### src/rtl/pipeline_pkg.sv
// Shared constants and types for the pipeline output merger: channel IDs,
// the arbiter lock states, and a width helper for the FIFO level counters.
package pipeline_pkg;

   localparam int DEFAULT_DATA_W = 32;

   localparam logic CH_P1 = 1'b0;
   localparam logic CH_P2 = 1'b1;

   typedef enum logic {
      ARB_FREE = 1'b0,
      ARB_HOLD = 1'b1
   } arb_state_t;

   // The number of bits needed to hold a value of 0..depth.
   function automatic int clog2_plus1(input int depth);
      int width;
      width = 0;
      for (int v = depth; v > 0; v = v >> 1) begin
         width++;
      end
      return (width == 0) ? 1 : width;
   endfunction

endpackage

### src/rtl/pipeline_output_merger_if.sv
// Stream bundle around the merger: two unqualified-by-ready result inputs and
// the merged valid/ready output tagged with its source channel.
interface pipeline_output_merger_if
   import pipeline_pkg::*;
#(
   parameter int DATA_W = DEFAULT_DATA_W
);

   logic [DATA_W-1:0] in_data_1;
   logic [DATA_W-1:0] in_data_2;
   logic [1:0]        in_valid;
   logic [DATA_W-1:0] out_data;
   logic              out_id;
   logic              out_valid;
   logic              out_ready;

   modport slave (
      input  in_data_1,
      input  in_data_2,
      input  in_valid,
      input  out_ready,
      output out_data,
      output out_id,
      output out_valid
   );

   modport master (
      output in_data_1,
      output in_data_2,
      output in_valid,
      output out_ready,
      input  out_data,
      input  out_id,
      input  out_valid
   );

endinterface

### src/rtl/merge_chan_fifo.sv
// Show-ahead per-channel FIFO. The head word is visible on rd_data whenever the
// FIFO is non-empty, and a write to a full FIFO is accepted only alongside a pop.
module merge_chan_fifo
   import pipeline_pkg::*;
#(
   parameter int DATA_W = DEFAULT_DATA_W,
   parameter int DEPTH  = 8,
   parameter int CNT_W  = clog2_plus1(DEPTH)
) (
   input  logic              clk,
   input  logic              reset,
   input  logic              wr_en,
   input  logic [DATA_W-1:0] wr_data,
   input  logic              rd_en,
   output logic [DATA_W-1:0] rd_data,
   output logic [CNT_W-1:0]  level,
   output logic              full,
   output logic              empty,
   output logic              drop
);

   localparam int PTR_W = $clog2(DEPTH);

   logic [DATA_W-1:0] mem [DEPTH];
   logic [PTR_W-1:0]  wr_ptr_reg;
   logic [PTR_W-1:0]  rd_ptr_reg;
   logic [CNT_W-1:0]  level_reg;
   logic              do_wr;
   logic              do_rd;

   assign full  = (level_reg == CNT_W'(DEPTH));
   assign empty = (level_reg == '0);
   assign level = level_reg;

   // When the FIFO is full, wr_ptr equals rd_ptr, so a write-with-pop lands in the
   // slot whose head word is being consumed during the same cycle.
   assign do_rd = rd_en & ~empty;
   assign do_wr = wr_en & (~full | do_rd);
   assign drop  = wr_en & ~do_wr;

   assign rd_data = mem[rd_ptr_reg];

   always_ff @(posedge clk) begin
      if (do_wr) begin
         mem[wr_ptr_reg] <= wr_data;
      end
   end

   // DEPTH is a power of two, so the pointers wrap on their natural overflow.
   always_ff @(posedge clk or negedge reset) begin
      if (!reset) begin
         wr_ptr_reg <= '0;
         rd_ptr_reg <= '0;
         level_reg  <= '0;
      end else begin
         if (do_wr) begin
            wr_ptr_reg <= wr_ptr_reg + 1'b1;
         end
         if (do_rd) begin
            rd_ptr_reg <= rd_ptr_reg + 1'b1;
         end
         case ({do_wr, do_rd})
            2'b10:   level_reg <= level_reg + 1'b1;
            2'b01:   level_reg <= level_reg - 1'b1;
            default: level_reg <= level_reg;
         endcase
      end
   end

endmodule

### src/rtl/pipeline_output_merger.sv
// Buffers the two pipeline result streams and merges them round-robin into one
// valid/ready stream. Words dropped on overflow are flagged by sticky bits.
module pipeline_output_merger
   import pipeline_pkg::*;
#(
   parameter int DATA_W = DEFAULT_DATA_W,
   parameter int DEPTH  = 8,
   parameter int CNT_W  = clog2_plus1(DEPTH)
) (
   input  logic                     clk,
   input  logic                     reset,
   pipeline_output_merger_if.slave  bus,
   output logic [CNT_W-1:0]         level_1,
   output logic [CNT_W-1:0]         level_2,
   output logic [1:0]               overflow,
   input  logic                     clr_overflow
);

   logic [DATA_W-1:0] chan_wdata [2];
   logic [DATA_W-1:0] chan_head  [2];
   logic [CNT_W-1:0]  chan_level [2];
   logic [1:0]        chan_full;
   logic [1:0]        chan_empty;
   logic [1:0]        chan_drop;
   logic [1:0]        chan_pop;

   arb_state_t        arb_state_reg;
   logic              last_id_reg;
   logic              hold_id_reg;
   logic [1:0]        overflow_reg;

   logic              arb_id;
   logic              sel_id;
   logic              transfer;
   logic              unused_full;

   assign chan_wdata[0] = bus.in_data_1;
   assign chan_wdata[1] = bus.in_data_2;

   genvar gi;
   generate
      for (gi = 0; gi < 2; gi++) begin : g_chan
         assign chan_pop[gi] = transfer && (sel_id == 1'(gi));

         merge_chan_fifo #(
            .DATA_W (DATA_W),
            .DEPTH  (DEPTH),
            .CNT_W  (CNT_W)
         ) u_fifo (
            .clk     (clk),
            .reset   (reset),
            .wr_en   (bus.in_valid[gi]),
            .wr_data (chan_wdata[gi]),
            .rd_en   (chan_pop[gi]),
            .rd_data (chan_head[gi]),
            .level   (chan_level[gi]),
            .full    (chan_full[gi]),
            .empty   (chan_empty[gi]),
            .drop    (chan_drop[gi])
         );
      end
   endgenerate

   // Full is implied by the FIFO's own accept/drop decision.
   assign unused_full = &{1'b0, chan_full};

   // Round-robin tie-break; a stalled valid keeps its channel until it is taken.
   always_comb begin
      arb_id = CH_P1;
      if (!chan_empty[0] && !chan_empty[1]) begin
         arb_id = ~last_id_reg;
      end else if (!chan_empty[1]) begin
         arb_id = CH_P2;
      end
      sel_id = (arb_state_reg == ARB_HOLD) ? hold_id_reg : arb_id;
   end

   assign bus.out_valid = ~chan_empty[sel_id];
   assign bus.out_data  = chan_head[sel_id];
   assign bus.out_id    = sel_id;
   assign transfer      = bus.out_valid & bus.out_ready;

   always_ff @(posedge clk or negedge reset) begin
      if (!reset) begin
         arb_state_reg <= ARB_FREE;
         last_id_reg   <= CH_P2;
         hold_id_reg   <= CH_P1;
         overflow_reg  <= 2'b00;
      end else begin
         // A drop in the same cycle as a clear keeps the flag set.
         overflow_reg <= chan_drop | (overflow_reg & {2{~clr_overflow}});

         case (arb_state_reg)
            ARB_FREE: begin
               if (bus.out_valid) begin
                  if (bus.out_ready) begin
                     last_id_reg <= sel_id;
                  end else begin
                     arb_state_reg <= ARB_HOLD;
                     hold_id_reg   <= sel_id;
                  end
               end
            end
            ARB_HOLD: begin
               if (bus.out_ready) begin
                  last_id_reg   <= hold_id_reg;
                  arb_state_reg <= ARB_FREE;
               end
            end
            default: arb_state_reg <= ARB_FREE;
         endcase
      end
   end

   assign level_1  = chan_level[0];
   assign level_2  = chan_level[1];
   assign overflow = overflow_reg;

endmodule

### src/flat_wrapper.sv
// flat-port wrapper written by rule: the top's interface ports become plain ports
module pipeline_output_merger_flat import pipeline_pkg::*;
#(
   parameter int DATA_W = DEFAULT_DATA_W,
   parameter int DEPTH  = 8,
   parameter int CNT_W  = clog2_plus1(DEPTH)
)
  (clk, reset, level_1, level_2, overflow, clr_overflow, bus_in_data_1, bus_in_data_2, bus_in_valid, bus_out_ready, bus_out_data, bus_out_id, bus_out_valid);
  pipeline_output_merger_if #(.DATA_W(DATA_W)) bus_i ();
  input  logic clk;
  input  logic reset;
  output logic [CNT_W-1:0] level_1;
  output logic [CNT_W-1:0] level_2;
  output logic [1:0] overflow;
  input  logic clr_overflow;
  input wire logic [$bits(bus_i.in_data_1)-1:0] bus_in_data_1;
  input wire logic [$bits(bus_i.in_data_2)-1:0] bus_in_data_2;
  input wire logic [$bits(bus_i.in_valid)-1:0] bus_in_valid;
  input wire logic [$bits(bus_i.out_ready)-1:0] bus_out_ready;
  output wire logic [$bits(bus_i.out_data)-1:0] bus_out_data;
  output wire logic [$bits(bus_i.out_id)-1:0] bus_out_id;
  output wire logic [$bits(bus_i.out_valid)-1:0] bus_out_valid;
  assign bus_i.in_data_1 = bus_in_data_1;
  assign bus_i.in_data_2 = bus_in_data_2;
  assign bus_i.in_valid = bus_in_valid;
  assign bus_i.out_ready = bus_out_ready;
  assign bus_out_data = bus_i.out_data;
  assign bus_out_id = bus_i.out_id;
  assign bus_out_valid = bus_i.out_valid;
  pipeline_output_merger #(.DATA_W(DATA_W), .DEPTH(DEPTH), .CNT_W(CNT_W)) u_core (.clk(clk), .reset(reset), .bus(bus_i), .level_1(level_1), .level_2(level_2), .overflow(overflow), .clr_overflow(clr_overflow));
endmodule
### config.mk
export PLATFORM = sky130hd
export DESIGN_NAME = pipeline_output_merger_flat
export DESIGN_NICKNAME = d
export VERILOG_FILES = /design/src/rtl/pipeline_pkg.sv /design/src/rtl/pipeline_output_merger_if.sv /design/src/rtl/merge_chan_fifo.sv /design/src/rtl/pipeline_output_merger.sv /design/src/flat_wrapper.sv
export SDC_FILE = /design/constraint.sdc
export NUM_CORES = 1
export LEC_CHECK = 0
export BUFFER_PORTS_ARGS = -buffer_cell sky130_fd_sc_hd__clkbuf_2
export CAP_MARGIN = 0
export CORE_UTILIZATION = 45
export DETAILED_ROUTE_END_ITERATION = 10
export SLEW_MARGIN = 20
export SYNTH_ARGS = -nofsm -noshare
export SYNTH_HDL_FRONTEND = slang
export SYNTH_SLANG_ARGS = --single-unit
### constraint.sdc
create_clock -name clk -period 6.8 [get_ports clk]
set_input_delay 1.02 -clock clk [delete_from_list [all_inputs] [get_ports clk]]
set_output_delay 1.02 -clock clk [all_outputs]
set_load 0.03 [all_outputs]
==> results.py, run 1 <==
metrics = {
    "route": {
        "firstDrtPassIters": 5,
        "wl_per_cell_um": 25.2,
        "vias_per_cell": 5.55,
        "ant_nets": 0,
        "routed_wl_um": 43400,
        "drtIter0Drc": 657,
        "post-route-drc-count": 0,
        "via_count": 9562,
    },
    "layout": {
        "drive_gt1_share_pct": 33.8,
        "largest_reg_flops": 512,
        "nets": 1157,
        "area_growth_pct": 14.6,
        "final_util_pct": 52.7,
    },
    "logic_synthesis": {
        "synth.top_cells.by_count": "edfxtp_1, mux4_2, mux2i_1",
        "async_flop_share_pct": 4.66,
        "ys.flop_type": "edfxtp_1",
        "syn_area_sq_um": 21000,
        "yosysUniqueCellTypes": 51,
        "synthCells": 930,
        "synthMostInstantiatedCell": "edfxtp_1",
        "synth_edf_count": 512,
        "ys_ff_latch": 537,
        "synth_top_area_share_pct": 73.2,
        "syn_avg_cell_area_sq_um": 22.6,
        "yosysSeqAreaShare_pct": 76.2,
        "yosys_warnings": 0,
        "syn_nets": 1010,
        "synth_area_leaders": "edfxtp_1, mux4_2, mux2i_1, dfrtp_1, ha_1",
        "synth_top_cell_by_area": "edfxtp_1",
    },
    "power": {
        "leakage_nw": 8.08,
        "p_total_mw": 10.8,
        "ir_drop_mv": 0.352,
        "p_per_area_nw_per_um2": 450,
    },
    "flow_run": {
        "drv_cap": 0,
    },
    "clock_network": {
        "cts_made_buffers": 54,
        "htreeDepth": 2,
        "cts_setup_buffers": 0,
        "root_buffer": "clkbuf_16",
        "holdBufCountCts": 0,
        "clock_latency_ns": 0.61,
        "cts_sinks": 537,
        "cts_resized": 0,
        "clk_path_buf_depth": 3,
        "cts_tree": "yes",
        "path_clk_slew_ns": 0.06,
    },
    "grt": {
        "gr-total-overflow": 0,
        "grt_first_pass_wirelength_um": 64700,
        "met1_usage_pct": 26.2,
        "gr-usage-all-layers_pct": 18.9,
        "grt.met3_usage_pct": 3.74,
        "antenna_found_initial": 5,
        "grt.met2_usage_pct": 30.1,
        "busiest_layer": "met2",
        "grt_pass1_vias": 9965,
        "grt_start_max_net_pins": 66,
    },
    "timing": {
        "timing.final.crit_period_ns": 4.57,
        "setup_ws_ns": 2.23,
        "finalSetupViolations": 0,
        "max_freq_ghz": 0.219,
        "hold_ws_ns": 0.454,
        "rsz0062_at_grt": "no",
        "min_period_over_period_pct": 67.2,
        "tightestPinTransition_ns": 1.00,
        "fin_skew_ns": 0.0167,
        "slew_headroom_pct": 33.0,
        "slew_viol_final": 0,
        "tns_ns": 0,
        "final-hold-violation-count": 0,
    },
    "place": {
        "place.gp.congestion": 0.765,
        "port_buffers": 113,
        "dpl.hpwl_um": 23900,
        "place_ws_ns": 2.73,
    },
    "critical_path": {
        "end_kind": "output pin",
        "critPathKind": "flip-flop to output pin",
        "rrSetupSlack_ns": 3.71,
        "startpoint_type": "flip-flop",
        "cp.required_ns": 5.78,
        "arrival_ns": 3.55,
        "path_max_fanout": 45,
    },
    "floorplanning": {
        "core-area_sq_um": 45700,
        "rows": 78,
        "die_w_um": 218,
        "io_pins": 114,
        "die_h_um": 218,
        "die-area_sq_um": 47500,
        "start_util_pct": 46.0,
    },
    "status": {
        "run_status": "complete, no violations",
    },
    "min_path": {
        "min_path_type": "input pin to async pin",
    },
}
==> critical path, stage by stage (launching register included) <==
cell      delay, ns
dfrtp_4        1.02
buf_4          0.55
mux4_2         0.55
mux2i_1        0.37
mux2i_1        0.15
clkbuf_2       0.21
==> layout make-up <==
class / count / area, sq um
sequential: 537 / 16000
clock buffer: 72 / 1460
tap: 600 / 751
timing repair buffer: 137 / 746
multi-input combinational: 343 / 4850
clock inverter: 29 / 203
fill: 3615 / 21600
inverter: 4 / 15.0
antenna: 2 / 5.00
==> final timing paths <==
path | startpoint | endpoint | cells past startpoint
max in group asynchronous | reset | u_core.g_chan[0].u_fifo.rd_ptr_reg[0] | 1
min in group clk | u_core.overflow[1] | u_core.overflow[1] | 1
worst max-delay path | u_core.g_chan[1].u_fifo.rd_ptr_reg[0] | bus_out_data[26] | 5
worst min-delay path | reset | u_core.g_chan[0].u_fifo.level[0] | 1
worst max register to register | u_core.g_chan[0].u_fifo.level[0] | u_core.g_chan[1].u_fifo.level[3] | 9
worst min register to register | u_core.overflow[1] | u_core.overflow[1] | 1
==> metrics by stage <==
stage	std cells	cell area [sq um]
finish	1724	24000
CTS	1722	24000
floorplan	930	21000
detailed placement	1621	22400
global placement	1621	22400
global route	1723	24000
==> metal layers <==
layer	wire length (um)	share of wire, %
met3	2220	5.1
met1	19200	44
met2	21100	48
met5	35	0.081
met4	938	2.2
==> cells in the final DEF, fill, tap and decap left out, types with 3 or more instances in the layout <==
| cell | count |
|---|---|
| a21oi_1 | 4 |
| a22o_1 | 3 |
| buf_4 | 24 |
| clkbuf_1 | 15 |
| clkbuf_16 | 55 |
| clkbuf_2 | 113 |
| clkinv_1 | 12 |
| clkinv_2 | 13 |
| dfrtp_1 | 18 |
| dfrtp_2 | 4 |
| edfxtp_1 | 512 |
| ha_1 | 9 |
| inv_1 | 3 |
| mux2_1 | 3 |
| mux2_2 | 4 |
| mux2i_1 | 98 |
| mux4_2 | 128 |
| nand2_1 | 11 |
| nand2b_1 | 3 |
| nand3b_1 | 3 |
| nor2_1 | 6 |
| nor2_4 | 9 |
| nor3_2 | 6 |
| o211ai_1 | 3 |
| o21ai_0 | 4 |
| o21ai_1 | 3 |
| xnor2_1 | 10 |
| xor2_1 | 6 |
==> power breakdown <==
part	switching [mW]	internal (mW)	total (mW)	leakage (nW)
Sequential	0.320	4.19	4.51	4.94
Clock	1.20	1.58	2.78	0.822
Combinational	2.11	1.43	3.54	2.31
==> kinds of logic (layout without fill, tap and decap cells) <==
| logic type | Yosys count | count (layout) | share of synthesized area, % |
|---|---|---|---|
| fa+ha+maj | 10 | 10 | 0.632 |
| xor+xnor | 16 | 16 | 0.668 |
| buf+inv | 50 | 242 | 1.14 |
| flops | 537 | 537 | 76.2 |
| other cells | 0 | 2 | 0 |
| mux | 234 | 234 | 18.9 |
| simple gates | 55 | 55 | 1.43 |
| compound gates | 28 | 28 | 1.04 |
(Power assumes the default switching activity.)
==> run 2: changes to the inputs <==
==> constraint.sdc (replaced) <==
create_clock -name clk -period 4.1 [get_ports clk]
set_input_delay 0.615 -clock clk [delete_from_list [all_inputs] [get_ports clk]]
set_output_delay 0.615 -clock clk [all_outputs]
set_load 0.03 [all_outputs]
==> run 2 against run 1 <==
  * Setup slack got worse by 1.9 ns
  * Largest power group unchanged
  * Largest cell class unchanged
  * Hold slack got worse by 0.39 ns
  * Non-clock buffer count increased by 9
  * Sequential share of layout area decreased by 0.50 points
  * Critical path type unchanged
==> results.py, run 2 (synthesized netlist as in run 1, its figures left out) <==
metrics = {
    "timing": {
        "tns_ns": 0,
        "finalSetupViolations": 0,
        "max_freq_ghz": 0.267,
        "fin_skew_ns": 0.0204,
        "min_period_over_period_pct": 91.2,
        "tightestPinTransition_ns": 0.814,
        "slew_viol_final": 0,
        "slew_headroom_pct": 45.7,
        "final-hold-violation-count": 0,
        "rsz0062_at_grt": "no",
        "timing.final.crit_period_ns": 3.74,
    },
    "layout": {
        "layout_commonest_cell": "edfxtp_1",
        "area_growth_pct": 15.4,
        "mostFrequentLayoutCells": "edfxtp_1, mux4_2, clkbuf_2, mux2i_1, clkbuf_16",
        "largest_reg_flops": 512,
        "seq_area_sq_um": 16000,
        "fillers": 3574,
        "nets": 1165,
        "drive_gt1_share_pct": 34.3,
        "multi_input_area_sq_um": 4880,
    },
    "critical_path": {
        "path_max_fanout": 20,
        "r2r_end": "u_core.g_chan[1].u_fifo.mem[5][16]",
        "cp.required_ns": 3.48,
        "rrSetupSlack_ns": 1.12,
        "critPathKind": "flip-flop to output pin",
        "end_kind": "output pin",
        "reg2reg_from": "u_core.g_chan[0].u_fifo.level[1]",
        "startpoint_type": "flip-flop",
        "reg2reg_depth": 5,
        "arrival_ns": 3.12,
    },
    "floorplanning": {
        "start_util_pct": 46.0,
        "die_w_um": 218,
        "io_pins": 114,
        "rows": 78,
        "core-area_sq_um": 45700,
        "die_h_um": 218,
        "die-area_sq_um": 47500,
    },
    "place": {
        "place.gp.congestion": 0.754,
        "port_buffers": 113,
        "dpl.hpwl_um": 24900,
    },
    "route": {
        "vias_per_cell": 5.58,
        "ant_nets": 0,
        "routed_wl_um": 43500,
        "via_count": 9635,
        "wl_per_cell_um": 25.2,
        "firstDrtPassIters": 5,
        "drtIter0Drc": 638,
        "post-route-drc-count": 0,
    },
    "grt": {
        "grt_first_pass_wirelength_um": 64100,
        "antenna_found_initial": 4,
        "grt_start_max_net_pins": 53,
        "gr-usage-all-layers_pct": 18.7,
        "grt_pass1_vias": 9909,
        "gr-total-overflow": 0,
    },
    "clock_network": {
        "holdBufCountCts": 0,
        "clk_path_buf_depth": 3,
        "path_clk_slew_ns": 0.06,
        "cts_made_buffers": 53,
        "cts_sinks": 537,
        "cts_setup_buffers": 0,
        "root_buffer": "clkbuf_16",
        "htreeDepth": 2,
        "cts_tree": "yes",
        "clock_latency_ns": 0.60,
        "cts_resized": 0,
    },
    "power": {
        "p_per_area_nw_per_um2": 751,
        "p_total_mw": 18.2,
        "ir_drop_mv": 0.727,
        "leakage_nw": 8.15,
    },
    "flow_run": {
        "drv_cap": 0,
    },
    "status": {
        "run_status": "complete, no violations",
    },
    "min_path": {
        "min_path_type": "input pin to async pin",
    },
}
[run 2: cell types whose count changed in the layout (fill, tap and decap cells not counted), moves of 2 or more]
cell       delta
nor3_2        -2
clkinv_4      +2
buf_4         +2
buf_12        +7
bufinv_16     +2
clkbuf_1      -2
clkinv_2      -5
clkinv_1      -3
nor3_4        +2
[run 2: area by class of cell]
| cell class | instances | area share (%) |
|---|---|---|
| Antenna cell | 2 | 0.0207 |
| Inverter | 4 | 0.0620 |
| Sequential cell | 537 | 66.1 |
| Multi-Input combinational cell | 343 | 20.1 |
| Timing Repair Buffer | 146 | 3.72 |
| Tap cell | 600 | 3.10 |
| Clock buffer | 68 | 5.83 |
| Clock inverter | 26 | 1.05 |
[run 2: how the worst max path moves through the flow]
stage                                     startpoint                           endpoint
floorplan           u_core.g_chan[0].u_fifo.level[1]  u_core.g_chan[1].u_fifo.mem[0][0]
global placement    u_core.g_chan[0].u_fifo.level[0]                   bus_out_data[14]
detailed placement  u_core.g_chan[0].u_fifo.level[1]                   bus_out_data[14]
CTS                 u_core.g_chan[0].u_fifo.level[1]                   bus_out_data[14]
global route        u_core.g_chan[0].u_fifo.level[1]                   bus_out_data[14]
finish              u_core.g_chan[0].u_fifo.level[1]                   bus_out_data[18]
[run 2: critical path: stages (launching register included)]
cell and delay (ns):
dfrtp_1 0.48, o41ai_2 0.49, a22o_2 0.72, buf_4 0.28
mux2i_1 0.27, clkbuf_2 0.25
[run 2: through the flow]
stage / hold WS (ns) / utilization [%] / cell area [sq um] / cells / setup WS [ns]
2_1_floorplan: 0.319 / - / 21000 / 930 / -0.127
3_3_place_gp: 0.491 / 49.4 / 22600 / 1630 / 0.967
3_5_place_dp: 0.496 / 49.4 / 22600 / 1630 / 0.937
4_1_cts: 0.0645 / 53.0 / 24200 / 1724 / 0.290
5_1_grt: 0.109 / 53.0 / 24200 / 1724 / 0.213
6_report: 0.0650 / 53.1 / 24200 / 1726 / 0.361
[run 2: report_power, final]
| group | internal, mW | total [mW] | switching (mW) |
|---|---|---|---|
| Sequential | 6.94 | 7.57 | 0.624 |
| Clock | 2.69 | 4.68 | 2.00 |
| Combinational | 2.49 | 5.95 | 3.46 |
[run 2: metal layers]
layer,vias up,GRT usage (%),wire length (um)
met3,63,3.43,2280
met2,233,30.3,21300
met1,5109,26.3,19200
met5,-,0,36
li1,4224,-,-
met4,6,4.80,743
==> run 3: changes to the inputs <==
==> constraint.sdc (replaced) <==
create_clock -name clk -period 4.5 [get_ports clk]
set_input_delay 0.675 -clock clk [delete_from_list [all_inputs] [get_ports clk]]
set_output_delay 0.675 -clock clk [all_outputs]
set_load 0.03 [all_outputs]
==> run 3 against run 2 <==
  * Cell area about the same
  * Final cell count up 0.52%
  * Die area unchanged
  * Total power down 8.6%
  * Largest cell class unchanged
  * First-iteration DRC count decreased by 3.4%
==> results.py, run 3 (synthesized netlist as in run 1, its figures left out) <==
metrics = {
    "layout": {
        "mostFrequentLayoutCells": "edfxtp_1, mux4_2, clkbuf_2, mux2i_1, clkbuf_16",
        "seq_area_sq_um": 16000,
        "area_growth_pct": 15.5,
        "drive_gt1_share_pct": 35.0,
        "fin_cells": 1735,
        "nets": 1171,
        "largest_reg_flops": 512,
        "antenna_cells": 0,
        "fillers": 3557,
        "layout_commonest_cell": "edfxtp_1",
        "multi_input_area_sq_um": 4860,
        "final_area_sq_um": 24200,
    },
    "timing": {
        "timing.final.crit_period_ns": 3.85,
        "slew_headroom_pct": 34.3,
        "min_period_over_period_pct": 85.5,
        "final-hold-violation-count": 0,
        "max_freq_ghz": 0.260,
        "rsz0062_at_grt": "no",
        "fin_skew_ns": 0.0165,
        "slew_viol_final": 0,
        "tns_ns": 0,
        "finalSetupViolations": 0,
        "tightestPinTransition_ns": 0.985,
    },
    "clock_network": {
        "cts_tree": "yes",
        "holdBufCountCts": 0,
        "cts_made_buffers": 54,
        "root_buffer": "clkbuf_16",
        "htreeDepth": 2,
        "cts_resized": 0,
        "path_clk_slew_ns": 0.06,
        "cts_sinks": 537,
        "clk_path_buf_depth": 3,
        "cts_setup_buffers": 0,
        "clock_latency_ns": 0.59,
    },
    "floorplanning": {
        "rows": 78,
        "die-area_sq_um": 47500,
        "die_h_um": 218,
        "io_pins": 114,
        "start_util_pct": 46.0,
        "core-area_sq_um": 45700,
        "die_w_um": 218,
    },
    "critical_path": {
        "reg2reg_from": "u_core.g_chan[0].u_fifo.level[1]",
        "arrival_ns": 3.17,
        "path_max_fanout": 16,
        "r2r_end": "u_core.g_chan[1].u_fifo.mem[0][23]",
        "end_kind": "output pin",
        "cp.required_ns": 3.83,
        "rrSetupSlack_ns": 1.34,
        "critPathKind": "flip-flop to output pin",
        "startpoint_type": "flip-flop",
        "reg2reg_depth": 5,
    },
    "power": {
        "ir_drop_mv": 0.611,
        "leakage_nw": 8.18,
        "p_per_area_nw_per_um2": 686,
    },
    "route": {
        "drtIter0Drc": 616,
        "post-route-drc-count": 0,
        "vias_per_cell": 5.57,
        "ant_nets": 0,
        "wl_per_cell_um": 25.4,
        "routed_wl_um": 44100,
        "firstDrtPassIters": 5,
        "via_count": 9668,
    },
    "min_path": {
        "min_path_type": "input pin to async pin",
    },
    "grt": {
        "gr-total-overflow": 0,
        "gr-usage-all-layers_pct": 19.0,
        "antenna_found_initial": 4,
        "grt_first_pass_wirelength_um": 65300,
        "grt_pass1_vias": 10141,
        "grt_start_max_net_pins": 66,
    },
    "status": {
        "run_status": "complete, no violations",
    },
    "flow_run": {
        "drv_cap": 0,
    },
    "place": {
        "port_buffers": 113,
        "place_inst": 1635,
        "place.gp.congestion": 0.753,
        "dpl_cell_area_sq_um": 22500,
        "dpl.hpwl_um": 26600,
    },
}
-- run 3: cell types whose count changed in the layout (fill, tap and decap cells not counted), moves of 2 or more --
| cell | delta |
|---|---|
| clkinvlp_4 | +2 |
| buf_4 | +9 |
| buf_12 | -4 |
| nor3_2 | +2 |
| diode_2 | -2 |
| clkinv_4 | -2 |
| clkinv_1 | +5 |
| clkbuf_1 | -5 |
| clkinv_2 | +6 |
| nor3_4 | -2 |
-- run 3: layout make-up --
cell class	count	share of cell area, %
repair buffers	151	3.66
clock inverters	37	1.25
flip-flops and latches	537	66.1
clock buffers	63	5.80
multi-input cells	343	20.1
well taps	600	3.10
inverters	4	0.0619
-- run 3: worst max-delay path, stage by stage (launching register included) --
cell and delay [ns]:
dfrtp_1 0.48, o41ai_2 0.52, a22o_2 0.59, buf_4 0.33, mux2i_1 0.37, clkbuf_2 0.27
-- run 3: through the flow --
stage | hold slack (ns) | total power [mW] | setup WS, ns | util (%)
2_1_floorplan | 0.379 | 10.6 | 0.267 | -
3_3_place_gp | 0.491 | 12.5 | 1.27 | 49.3
3_5_place_dp | 0.495 | 12.5 | 1.22 | 49.3
4_1_cts | 0.121 | 16.9 | 0.580 | 53.1
5_1_grt | 0.161 | 17.4 | 0.506 | 53.1
6_report | 0.133 | 16.6 | 0.652 | 53.1
-- run 3: worst max-delay path by stage --
| stage | to | slack [ns] | cells past startpoint | from |
|---|---|---|---|---|
| 2_1_floorplan | u_core.g_chan[1].u_fifo.mem[5][0] | 0.27 | 6 | u_core.g_chan[0].u_fifo.level[1] |
| 3_3_place_gp | bus_out_data[23] | 1.27 | 5 | u_core.g_chan[0].u_fifo.rd_ptr_reg[0] |
| 6_report | bus_out_data[14] | 0.65 | 5 | u_core.g_chan[0].u_fifo.level[1] |
| 3_5_place_dp | bus_out_data[14] | 1.22 | 5 | u_core.g_chan[0].u_fifo.level[0] |
| 5_1_grt | bus_out_data[14] | 0.51 | 5 | u_core.g_chan[0].u_fifo.level[0] |
| 4_1_cts | bus_out_data[14] | 0.58 | 5 | u_core.g_chan[0].u_fifo.level[0] |
-- run 3: power by group --
group	switching, mW	internal [mW]	total, mW
clock	1.82	2.51	4.34
combinational	3.11	2.24	5.35
sequential	0.626	6.32	6.95
total	5.56	11.1	16.6
-- run 3: per-layer routing --
| layer | routed length [um] | vias up | share of wire (%) | track usage, % |
|---|---|---|---|---|
| li1 | - | 4225 | - | - |
| met1 | 19300 | 5128 | 44 | 26.5 |
| met2 | 21400 | 248 | 48 | 30.2 |
| met3 | 2370 | 59 | 5.4 | 4.25 |
| met4 | 1010 | 8 | 2.3 | 5.66 |
| met5 | 49 | - | 0.11 | 0 |
